--- config.mk ---
export PLATFORM = sky130hd
export DESIGN_NAME = keypad_scanner
export DESIGN_NICKNAME = d
export VERILOG_FILES = /design/src/rtl/keypad_scanner.sv
export SDC_FILE = /design/constraint.sdc
export NUM_CORES = 1
export LEC_CHECK = 0
export CORE_UTILIZATION = 55
export DETAILED_ROUTE_END_ITERATION = 10
export PLACE_DENSITY = 0.76
export SLEW_MARGIN = 20
export SYNTH_ARGS = -nofsm -noshare
export SYNTH_HDL_FRONTEND = slang
export SYNTH_SLANG_ARGS = --single-unit
--- constraint.sdc ---
create_clock -name clk -period 8.55 [get_ports clk]
set_input_delay 0.855 -clock clk [delete_from_list [all_inputs] [get_ports clk]]
set_output_delay 0.855 -clock clk [all_outputs]
set_load 0.03 [all_outputs]
--- src/rtl/keypad_scanner.sv ---
// keypad_scanner
//
// Scans a 4x4 active-low matrix keypad one column at a time, assembles a
// full 16-bit frame snapshot, and debounces it into accepted key codes.
//
// Parameters:
//   PRESCALER_BITS - column dwell is 2^PRESCALER_BITS clk cycles (>= 2)
//   DEBOUNCE_SCANS - consecutive identical frames to accept press/release (2..15)
//
// Ports:
//   clk       - single clock domain
//   rst       - synchronous, active-high reset
//   row_in    - keypad rows, active-low, asynchronous to clk
//   col_out   - keypad columns, active-low one-cold drive
//   key_hex   - last accepted key code {row_idx, col_idx}
//   key_valid - one-cycle pulse when a new press is accepted
//   key_down  - high while the accepted key is held
module keypad_scanner #(
    parameter int PRESCALER_BITS = 14,
    parameter int DEBOUNCE_SCANS = 4
) (
    input  logic       clk,
    input  logic       rst,
    input  logic [3:0] row_in,
    output logic [3:0] col_out,
    output logic [3:0] key_hex,
    output logic       key_valid,
    output logic       key_down
);

    typedef enum logic [1:0] {
        IDLE,
        DEBOUNCE,
        PRESSED,
        RELEASE
    } state_t;

    localparam logic [3:0] DEB_LIMIT = 4'(DEBOUNCE_SCANS);
    localparam logic [PRESCALER_BITS-1:0] PRESC_ONE = {{(PRESCALER_BITS-1){1'b0}}, 1'b1};

    logic [3:0]                row_meta_q, row_meta_d;
    logic [3:0]                row_sync_q, row_sync_d;
    logic [PRESCALER_BITS-1:0] presc_q, presc_d;
    logic [1:0]                col_idx_q, col_idx_d;
    logic [3:0]                col_out_q, col_out_d;
    logic [15:0]               snapshot_q, snapshot_d;
    logic                      frame_done_q, frame_done_d;
    state_t                    state_q, state_d;
    logic [3:0]                cnt_q, cnt_d;
    logic [3:0]                cand_q, cand_d;
    logic [3:0]                key_hex_q, key_hex_d;
    logic                      key_valid_q, key_valid_d;
    logic                      key_down_q, key_down_d;

    logic                      tick;
    logic [4:0]                key_count;
    logic [3:0]                key_idx;
    logic [3:0]                frame_code;
    logic                      frame_none;
    logic                      frame_single;
    logic [3:0]                cnt_inc;

    assign tick = &presc_q;

    // Synchronizer, prescaler and column scan. The snapshot nibble for the
    // current column is written on the tick that also advances the column,
    // so when frame_done is seen the snapshot already holds column 3.
    always_comb begin
        row_meta_d   = row_in;
        row_sync_d   = row_meta_q;
        presc_d      = presc_q + PRESC_ONE;
        col_idx_d    = col_idx_q;
        snapshot_d   = snapshot_q;
        frame_done_d = 1'b0;
        if (tick) begin
            snapshot_d[{col_idx_q, 2'b00} +: 4] = ~row_sync_q;
            col_idx_d    = col_idx_q + 2'd1;
            frame_done_d = (col_idx_q == 2'd3);
        end
        col_out_d = ~(4'b0001 << col_idx_d);
    end

    // Frame classification. Snapshot bit index is col*4 + row, so the key
    // code {row, col} is the index with its two halves swapped.
    always_comb begin
        key_count = 5'd0;
        key_idx   = 4'd0;
        for (int i = 0; i < 16; i++) begin
            if (snapshot_q[i]) begin
                key_count = key_count + 5'd1;
                key_idx   = 4'(i);
            end
        end
        frame_code   = {key_idx[1:0], key_idx[3:2]};
        frame_none   = (key_count == 5'd0);
        frame_single = (key_count == 5'd1);
    end

    assign cnt_inc = cnt_q + 4'd1;

    // Debounce FSM, advanced only on frame_done cycles. A MULTI frame in
    // PRESSED/RELEASE counts as "a key is down" so a second key can never
    // produce a pulse before a full release.
    always_comb begin
        state_d     = state_q;
        cnt_d       = cnt_q;
        cand_d      = cand_q;
        key_hex_d   = key_hex_q;
        key_valid_d = 1'b0;
        key_down_d  = key_down_q;
        if (frame_done_q) begin
            case (state_q)
                IDLE: begin
                    if (frame_single) begin
                        state_d = DEBOUNCE;
                        cand_d  = frame_code;
                        cnt_d   = 4'd1;
                    end
                end
                DEBOUNCE: begin
                    if (frame_single && (frame_code == cand_q)) begin
                        cnt_d = cnt_inc;
                        if (cnt_inc == DEB_LIMIT) begin
                            state_d     = PRESSED;
                            cnt_d       = 4'd0;
                            key_hex_d   = cand_q;
                            key_down_d  = 1'b1;
                            key_valid_d = 1'b1;
                        end
                    end else if (frame_single) begin
                        cand_d = frame_code;
                        cnt_d  = 4'd1;
                    end else begin
                        state_d = IDLE;
                        cnt_d   = 4'd0;
                    end
                end
                PRESSED: begin
                    if (frame_none) begin
                        state_d = RELEASE;
                        cnt_d   = 4'd1;
                    end
                end
                RELEASE: begin
                    if (frame_none) begin
                        cnt_d = cnt_inc;
                        if (cnt_inc == DEB_LIMIT) begin
                            state_d    = IDLE;
                            cnt_d      = 4'd0;
                            key_down_d = 1'b0;
                        end
                    end else begin
                        state_d = PRESSED;
                        cnt_d   = 4'd0;
                    end
                end
                default: begin
                    state_d = IDLE;
                    cnt_d   = 4'd0;
                end
            endcase
        end
    end

    always_ff @(posedge clk) begin
        if (rst) begin
            row_meta_q   <= 4'b1111;
            row_sync_q   <= 4'b1111;
            presc_q      <= '0;
            col_idx_q    <= 2'd0;
            col_out_q    <= 4'b1110;
            snapshot_q   <= 16'h0000;
            frame_done_q <= 1'b0;
            state_q      <= IDLE;
            cnt_q        <= 4'd0;
            cand_q       <= 4'd0;
            key_hex_q    <= 4'd0;
            key_valid_q  <= 1'b0;
            key_down_q   <= 1'b0;
        end else begin
            row_meta_q   <= row_meta_d;
            row_sync_q   <= row_sync_d;
            presc_q      <= presc_d;
            col_idx_q    <= col_idx_d;
            col_out_q    <= col_out_d;
            snapshot_q   <= snapshot_d;
            frame_done_q <= frame_done_d;
            state_q      <= state_d;
            cnt_q        <= cnt_d;
            cand_q       <= cand_d;
            key_hex_q    <= key_hex_d;
            key_valid_q  <= key_valid_d;
            key_down_q   <= key_down_d;
        end
    end

    assign col_out   = col_out_q;
    assign key_hex   = key_hex_q;
    assign key_valid = key_valid_q;
    assign key_down  = key_down_q;

endmodule

---- Word level (Yosys, flattened, before mapping) ----
Index checks and enable logic that the tools add are counted.
word-level totals
  register bits after elaboration ......... 61
  bits of input ports ..................... 6
  output and inout port bits .............. 10
  logic and storage cells ................. 128
cells by class
  add/subtract/negate cells ............... 19
  eq/ne operators ......................... 17
  shift operators ......................... 3
  muxes and demuxes ....................... 57
  bitwise operators ....................... 6
  reduce and logical (&&, ||, !) cells .... 13
operators with widths
  operator                count
  $mux 4                  21
  $add 5x1->5 const B     15
  $mux 5                  15
  $bwmux 16               1
  $mux 2                  8
  $pmux 4 s4              1
  $shift 4x6->16 const A  1
  $shiftx 4x6->16         1
  $add 14x1->14 const B   1
  $ne 2x2->1 const B      7
  $reduce_and 14->1       1
  $reduce_and 6->1        2
  $ne 3x3->1 const B      3
  $mux 1                  8
  $not 4->4               2
  $pmux 2 s4              1
  $pmux 4 s2              1
  $eq 2x2->1 const B      3
  $neg 4->6               1
  $reduce_and 3->1        2
  $eq 5x1->1 const B      1
  $logic_not 5->1         1
  $add 4x1->4 const B     1
  $eq 4x3->1 const B      1
  other kinds (12)        16

---- Depth between registers and ports, before layout ----
Gate-level depths: netlist of the first run.
  word-level depth ........................ 35
  mapped depth ............................ 53
  gate-level depth less buffers ........... 53

---- Least setup slack after synthesis of the first run ----
No wires, ideal clock.
  path type ............................... flip-flop to flip-flop
  start point ............................. register snapshot_q[0]
  end point ............................... register state_q[1]
  setup time .............................. 0.116 ns
  data arrival time ....................... 9.385 ns
  data required time ...................... 8.434 ns
  slack ................................... -0.951 ns
  cell stages (with the launch flop) ...... 52
  path buffers ............................ 0
  period minus slack after synthesis ...... 9.501 ns
  cell sequence ........................... dfxtp_1 > ha_1 > nor2b_1 > or2_2 > ha_1 > nor2b_1 > nor2_1 > ha_1 > nand2_1 > o31ai_1 > ha_1 > o32ai_1 > nor2_1 > ha_1 > nand2_1 > o31ai_1 > ha_1 > nand2_1 > [16 not listed] > inv_1 > o31ai_1 > inv_1 > ha_1 > nand2_1 > nand2_1 > ha_1 > nor2_1 > a31oi_1 > ha_1 > nand2b_1 > o22ai_1 > nand4_1 > mux2_4 > nand2b_4 > mux2i_4 > a211oi_1 > a41o_1
on the way
  longest elaborated chain between the ends .. 35
  elaborated cells between the ends (all ways) .. 43
  those cells by class .................... 15 x add/sub; 6 x eq/ne; 19 x mux; 3 x reduce/logical
RTL lines
  what                                                             RTL line  text
  start: declaration                                               46        logic [15:0] snapshot_q, snapshot_d;
  start signal: assignment                                         186       snapshot_q <= snapshot_d;
  $mux 1 (*)                                                       89        if (snapshot_q[i]) begin
  $add 5x1->5                                                      90        key_count = key_count + 5'd1;
  $mux 5 (*)                                                       89
  $add 5x1->5                                                      90
  $mux 5 (*)                                                       89
  $add 5x1->5                                                      90
  $mux 5 (*)                                                       89
  $add 5x1->5                                                      90
  [19 not listed]                                                  --
  $add 5x1->5                                                      90
  $mux 5 (*)                                                       89
  $add 5x1->5                                                      90
  $mux 5 (*)                                                       89
  $eq 5x1->1                                                       96        frame_single = (key_count == 5'd1);
  $logic_and 1x1->1                                                121       if (frame_single && (frame_code == cand_q)) begin
  $ne 3x3->1 (no line) / $mux 2 (equally long branches)            --
  $reduce_and 6->1 (no line) / $pmux 2 s4 (equally long branches)  --
  end signal: assignment                                           188       state_q <= state_d;
  end: declaration                                                 48        state_t state_q, state_d;
Mark *: on every way between the ends. The rest lies on a longest branch, timed or not.
A chain may end at the register's enable or synchronous reset.

---- Worst setup path after layout of the first run ----
  start point ............................. register snapshot_q[0]
  end point ............................... register key_hex_q[2], in the netlist key_hex[2]
on the way
  longest elaborated chain between the ends .. 34
RTL lines
  what                            RTL line  text
  $mux 1 (*)                      89
  $add 5x1->5                     90
  $mux 5 (*)                      89
  $add 5x1->5                     90
  $mux 5 (*)                      89
  $add 5x1->5                     90
  $mux 5 (*)                      89
  $add 5x1->5                     90
  [18 not listed]                 --
  $mux 5 (*)                      89
  $add 5x1->5                     90
  $mux 5 (*)                      89
  $add 5x1->5                     90
  $mux 5 (*)                      89
  $eq 5x1->1 (*)                  96
  $logic_and 1x1->1 (*)           121
  $reduce_and 4->1 (no line) (*)  --
  end signal: assignment          191       key_hex_q <= key_hex_d;
  end: declaration                51        logic [3:0] key_hex_q, key_hex_d;
Marked as above.

==> run_summary.xml, run 1 <==
<?xml version="1.0" encoding="UTF-8"?>
<metrics>
  <group name="timing">
    <metric name="finalClockSkew" unit="ns">0.00851</metric>
    <metric name="final.setup.worst_slack" unit="ns">-0.819</metric>
    <metric name="slew_headroom" unit="%">13.2</metric>
    <metric name="finalHoldViolCount" unit="">0</metric>
    <metric name="final.period_utilization" unit="%">110</metric>
    <metric name="slew_viol_final" unit="">0</metric>
    <metric name="grt_setup_unrepaired" unit="">true</metric>
    <metric name="setup_viol" unit="">16</metric>
    <metric name="timing.setup.tns" unit="ns">-11.71</metric>
    <metric name="min_period" unit="ns">9.37</metric>
    <metric name="fin_hold_ws" unit="ns">0.409</metric>
    <metric name="max_clock_freq" unit="MHz">107</metric>
    <metric name="worst_pin_slew" unit="ns">1.29</metric>
  </group>
  <group name="synth">
    <metric name="postSynth.asyncResetShare" unit="%">0</metric>
    <metric name="yosys_register_bits" unit="">61</metric>
    <metric name="post_synth.cell_area_avg" unit="um^2">8.14</metric>
    <metric name="top_flip_flop_cell_by_instance_count_after_synthesis" unit="">sky130_fd_sc_hd__dfxtp_1</metric>
    <metric name="mappedNetlistNets" unit="">578</metric>
    <metric name="synth-edff-count" unit="">0</metric>
    <metric name="seq_area_frac_synth" unit="%">27.4</metric>
    <metric name="ys.warnings.count" unit="">0</metric>
    <metric name="synth.lib_cells_used.distinct" unit="">76</metric>
    <metric name="netlist_area" unit="um^2">4460</metric>
    <metric name="count_of_mapped_cells_out_of_synthesis" unit="">548</metric>
  </group>
  <group name="clock_tree">
    <metric name="clk_latency" unit="ns">0.33</metric>
    <metric name="cts-buffers-inserted" unit="">9</metric>
    <metric name="path_clk_slew" unit="ns">0.06</metric>
    <metric name="root_buffer" unit="">sky130_fd_sc_hd__clkbuf_8</metric>
    <metric name="cts_max_level" unit="">3</metric>
    <metric name="cts.hold.buffers_added" unit="">0</metric>
    <metric name="max-clock-path-buffers" unit="">2</metric>
    <metric name="numClockSinks" unit="">61</metric>
    <metric name="cts_tree" unit="">done</metric>
  </group>
  <group name="routing">
    <metric name="drt.antenna.violating_nets" unit="">0</metric>
    <metric name="detail_route.vias_per_cell" unit="">5.74</metric>
    <metric name="routed_wirelength" unit="mm">11.0</metric>
    <metric name="vias" unit="">4169</metric>
    <metric name="initial_drt_pass_iterations" unit="">4</metric>
    <metric name="met2WireLength" unit="mm">5.44</metric>
    <metric name="met1_length" unit="mm">4.91</metric>
    <metric name="routed-wl-met3" unit="um">434</metric>
    <metric name="initialDrtViolationCount" unit="">167</metric>
    <metric name="top_metal_layer_carrying_routed_signals" unit="">met4</metric>
    <metric name="drc_errors" unit="">0</metric>
    <metric name="post_drt_wl_per_cell" unit="um">15.1</metric>
  </group>
  <group name="critical_path">
    <metric name="critical_path_required" unit="ns">8.79</metric>
    <metric name="timing.setup.critical_path_class" unit="">reg -&gt; reg</metric>
    <metric name="cp_max_fo" unit="">7</metric>
    <metric name="start_kind" unit="">flip-flop</metric>
    <metric name="worst_ep_arrival_time" unit="ns">9.61</metric>
    <metric name="crit_path_frequent_cell" unit="">sky130_fd_sc_hd__buf_4</metric>
    <metric name="cp-end-kind" unit="">flip-flop</metric>
    <metric name="worst_path_max_delay_cell" unit="">sky130_fd_sc_hd__nor4_1</metric>
    <metric name="max_stage_delay" unit="ns">0.47</metric>
  </group>
  <group name="pwr">
    <metric name="power_density" unit="nW/um^2">94.2</metric>
    <metric name="power.net_switching" unit="uW">113</metric>
    <metric name="power.combinational.fraction" unit="%">1.9</metric>
    <metric name="leakagePower" unit="uW">0.00243</metric>
    <metric name="power.internal" unit="uW">434</metric>
    <metric name="switching_share" unit="%">20.7</metric>
    <metric name="power_frac_clock" unit="%">45.3</metric>
    <metric name="seqPwrFrac" unit="%">52.8</metric>
    <metric name="max-vdd-ir-drop" unit="mV">0.172</metric>
  </group>
  <group name="floorplanning">
    <metric name="floorplan.die_area" unit="um^2">8480</metric>
    <metric name="pin_count" unit="">16</metric>
    <metric name="die_height" unit="um">92.1</metric>
    <metric name="dieWidth" unit="um">92.1</metric>
    <metric name="total_number_of_placement_rows" unit="">32</metric>
    <metric name="starting_density" unit="%">57.2</metric>
    <metric name="placeableCoreArea" unit="um^2">7810</metric>
  </group>
  <group name="run_status">
    <metric name="run_status" unit="">complete, but fails checks</metric>
    <metric name="failed_checks" unit="">setup timing</metric>
  </group>
  <group name="grt">
    <metric name="gr-total-overflow" unit="">0</metric>
    <metric name="grt_start_max_net_pins" unit="">56</metric>
    <metric name="grt_first_pass_wirelength" unit="mm">17.7</metric>
    <metric name="grt_usage" unit="%">25.6</metric>
    <metric name="number_of_global_route_vias_before_repair" unit="">3937</metric>
    <metric name="antenna_found_initial" unit="">0</metric>
  </group>
  <group name="final_layout">
    <metric name="stdcell_count" unit="">726</metric>
    <metric name="diodes" unit="">0</metric>
    <metric name="post_route_cell_area" unit="um^2">5810</metric>
    <metric name="areaGrowthSynthToFinish" unit="%">30.1</metric>
    <metric name="drive_above_1_share" unit="%">28.4</metric>
    <metric name="layout.nets" unit="">649</metric>
  </group>
  <group name="min_path">
    <metric name="hold_path.class" unit="">reg -&gt; reg</metric>
  </group>
  <group name="place">
    <metric name="globalplace.congestion" unit="">0.849</metric>
    <metric name="dpl.cell_count" unit="">682</metric>
    <metric name="dp.final_hpwl" unit="mm">7.28</metric>
    <metric name="numPortBuffers" unit="">15</metric>
    <metric name="detailed_place.area" unit="um^2">5130</metric>
  </group>
  <group name="job">
    <metric name="number_of_max_capacitance_violations_reported" unit="">0</metric>
  </group>
</metrics>
-- layout by cell type (no fill, tap or decap), types with 4 or more instances in the layout --
cell type	Yosys	final
sky130_fd_sc_hd__a211oi_1	4	4
sky130_fd_sc_hd__a21oi_1	43	34
sky130_fd_sc_hd__a21oi_2	1	10
sky130_fd_sc_hd__a311oi_1	5	5
sky130_fd_sc_hd__a31oi_1	5	4
sky130_fd_sc_hd__and3_1	8	7
sky130_fd_sc_hd__buf_4	2	64
sky130_fd_sc_hd__clkbuf_8	0	10
sky130_fd_sc_hd__clkdlybuf4s50_1	0	14
sky130_fd_sc_hd__dfxtp_1	61	59
sky130_fd_sc_hd__ha_1	24	15
sky130_fd_sc_hd__ha_4	0	9
sky130_fd_sc_hd__inv_1	26	22
sky130_fd_sc_hd__inv_2	1	5
sky130_fd_sc_hd__mux2i_1	4	4
sky130_fd_sc_hd__nand2_1	61	54
sky130_fd_sc_hd__nand2_2	2	6
sky130_fd_sc_hd__nand3_1	19	15
sky130_fd_sc_hd__nand4_1	9	9
sky130_fd_sc_hd__nor2_1	57	55
sky130_fd_sc_hd__nor2b_1	8	5
sky130_fd_sc_hd__nor3_1	26	26
sky130_fd_sc_hd__o21a_1	4	4
sky130_fd_sc_hd__o21ai_0	11	10
sky130_fd_sc_hd__o22ai_1	5	4
sky130_fd_sc_hd__or2_2	10	8
sky130_fd_sc_hd__or3_1	6	6
sky130_fd_sc_hd__xnor2_1	29	28
sky130_fd_sc_hd__xnor2_2	3	4
sky130_fd_sc_hd__xnor3_1	7	6
sky130_fd_sc_hd__xnor3_2	3	4
sky130_fd_sc_hd__xor2_1	18	17
-- critical path: cells and delay by family (launching register included) --
kind / cells / cell delay, ns
flops: 1 / 0.36
mux: 4 / 1.11
buf+inv: 9 / 1.13
simple gates: 16 / 2.35
xor+xnor: 1 / 0.37
fa+ha+maj: 11 / 2.93
compound gates: 9 / 1.00
-- power by group through the flow --
stage	clock, uW	sequential, uW	combinational (uW)
CTS	253	289	10.1
global route	266	289	11.1
detailed placement	0	296	10.0
global placement	0	296	9.58
finish	248	289	10.1
floorplan	0	295	6.81
-- Yosys cell counts, types with 4 or more instances --
master / count / area (um^2)
sky130_fd_sc_hd__a21oi_1: 43 / 215
sky130_fd_sc_hd__nand3_1: 19 / 95.1
sky130_fd_sc_hd__a31oi_1: 5 / 31.3
sky130_fd_sc_hd__nand4_1: 9 / 56.3
sky130_fd_sc_hd__o31ai_1: 5 / 37.5
sky130_fd_sc_hd__o21a_1: 4 / 30.0
sky130_fd_sc_hd__inv_1: 26 / 97.6
sky130_fd_sc_hd__and3_1: 8 / 50.1
sky130_fd_sc_hd__or3_1: 6 / 37.5
sky130_fd_sc_hd__nand2_1: 61 / 229
sky130_fd_sc_hd__xor2_1: 18 / 158
sky130_fd_sc_hd__or2_2: 10 / 62.6
sky130_fd_sc_hd__o21ai_0: 11 / 55.1
sky130_fd_sc_hd__xnor2_1: 29 / 254
sky130_fd_sc_hd__dfxtp_1: 61 / 1220
sky130_fd_sc_hd__o22ai_1: 5 / 31.3
sky130_fd_sc_hd__nor2b_1: 8 / 50.1
sky130_fd_sc_hd__nor2_1: 57 / 214
sky130_fd_sc_hd__ha_1: 24 / 300
sky130_fd_sc_hd__mux2i_1: 4 / 40.0
sky130_fd_sc_hd__nor3_1: 26 / 130
sky130_fd_sc_hd__a211oi_1: 4 / 30.0
sky130_fd_sc_hd__xnor3_1: 7 / 158
sky130_fd_sc_hd__clkbuf_1: 17 / 63.8
sky130_fd_sc_hd__a311oi_1: 5 / 43.8
-- cells by family after synthesis --
kind of cell	Yosys count	share of synthesized area (%)
multiplexers	9	2.75
AND/OR/NAND/NOR	225	24.4
adder cells (fa/ha/maj)	24	6.73
flip-flops	61	27.4
buffers and inverters	52	4.85
AO/OA/AOI/OAI	116	17.9
XOR/XNOR	61	16.1
-- repair_timing --
action	CTS	global route
resized for setup	16	37
endpoints found under the setup margin	16	16
gates cloned	1	0
buffers inserted	21	7
pin swaps	5	26
endpoints found under the hold margin	0	0
-- worst paths after layout --
path,startpoint,endpoint,slack [ns],cells after the start
worst max register to register,snapshot_q[0],key_hex[2],-0.82,50
worst max-delay path,snapshot_q[0],key_hex[2],-0.82,50
worst min register to register,row_meta_q[1],row_sync_q[1],0.41,1
worst min-delay path,row_meta_q[1],row_sync_q[1],0.41,1
-- metal layers --
layer / up-vias / global-route usage, %
li1: 2077 / -
met1: 1969 / 31.7
met2: 105 / 45.3
met3: 18 / 3.15
met4: 0 / 9.11
met5: - / 0
-- state kept, by name (all words and copies together), names as in the netlist --
name          cells
row_meta_q        4
snapshot_q       16
key_valid         1
presc_q          14
col_idx_q         2
col_out           4
key_down          1
key_hex           4
cnt_q             4
frame_done_q      1
row_sync_q        4
state_q           2
cand_q            4
-- through the flow --
step / total power, uW / setup slack (ns) / util [%]
after detailed placement: 306 / -0.623 / 65.7
after global routing: 566 / -1.23 / 74.4
after global placement: 305 / -0.264 / 65.7
after floorplan: 302 / -0.367 / -
after CTS: 553 / -0.475 / 71.7
final: 547 / -0.819 / 74.4
-- cell type report --
| cell class | count | area (um^2) |
|---|---|---|
| clock buffer | 13 | 149 |
| timing repair buffer | 84 | 699 |
| inverter | 28 | 108 |
| multi-input combinational | 435 | 3450 |
| fill | 538 | 2000 |
| clock inverter | 3 | 45.0 |
| tap | 102 | 128 |
| sequential | 61 | 1230 |
Note: power is estimated with default switching activity, not from simulation.
==> run 2: changes to the inputs <==
- SLEW_MARGIN: 20 -> not set
==> results of run 2 <==
Final layout, timing and power as in run 1 (identical DEF).
==> run 3: changes to the inputs <==
- CAP_MARGIN: not set -> 20
- SLEW_MARGIN: not set -> 20
==> results of run 3 <==
Final layout, timing and power as in run 1 (identical DEF).
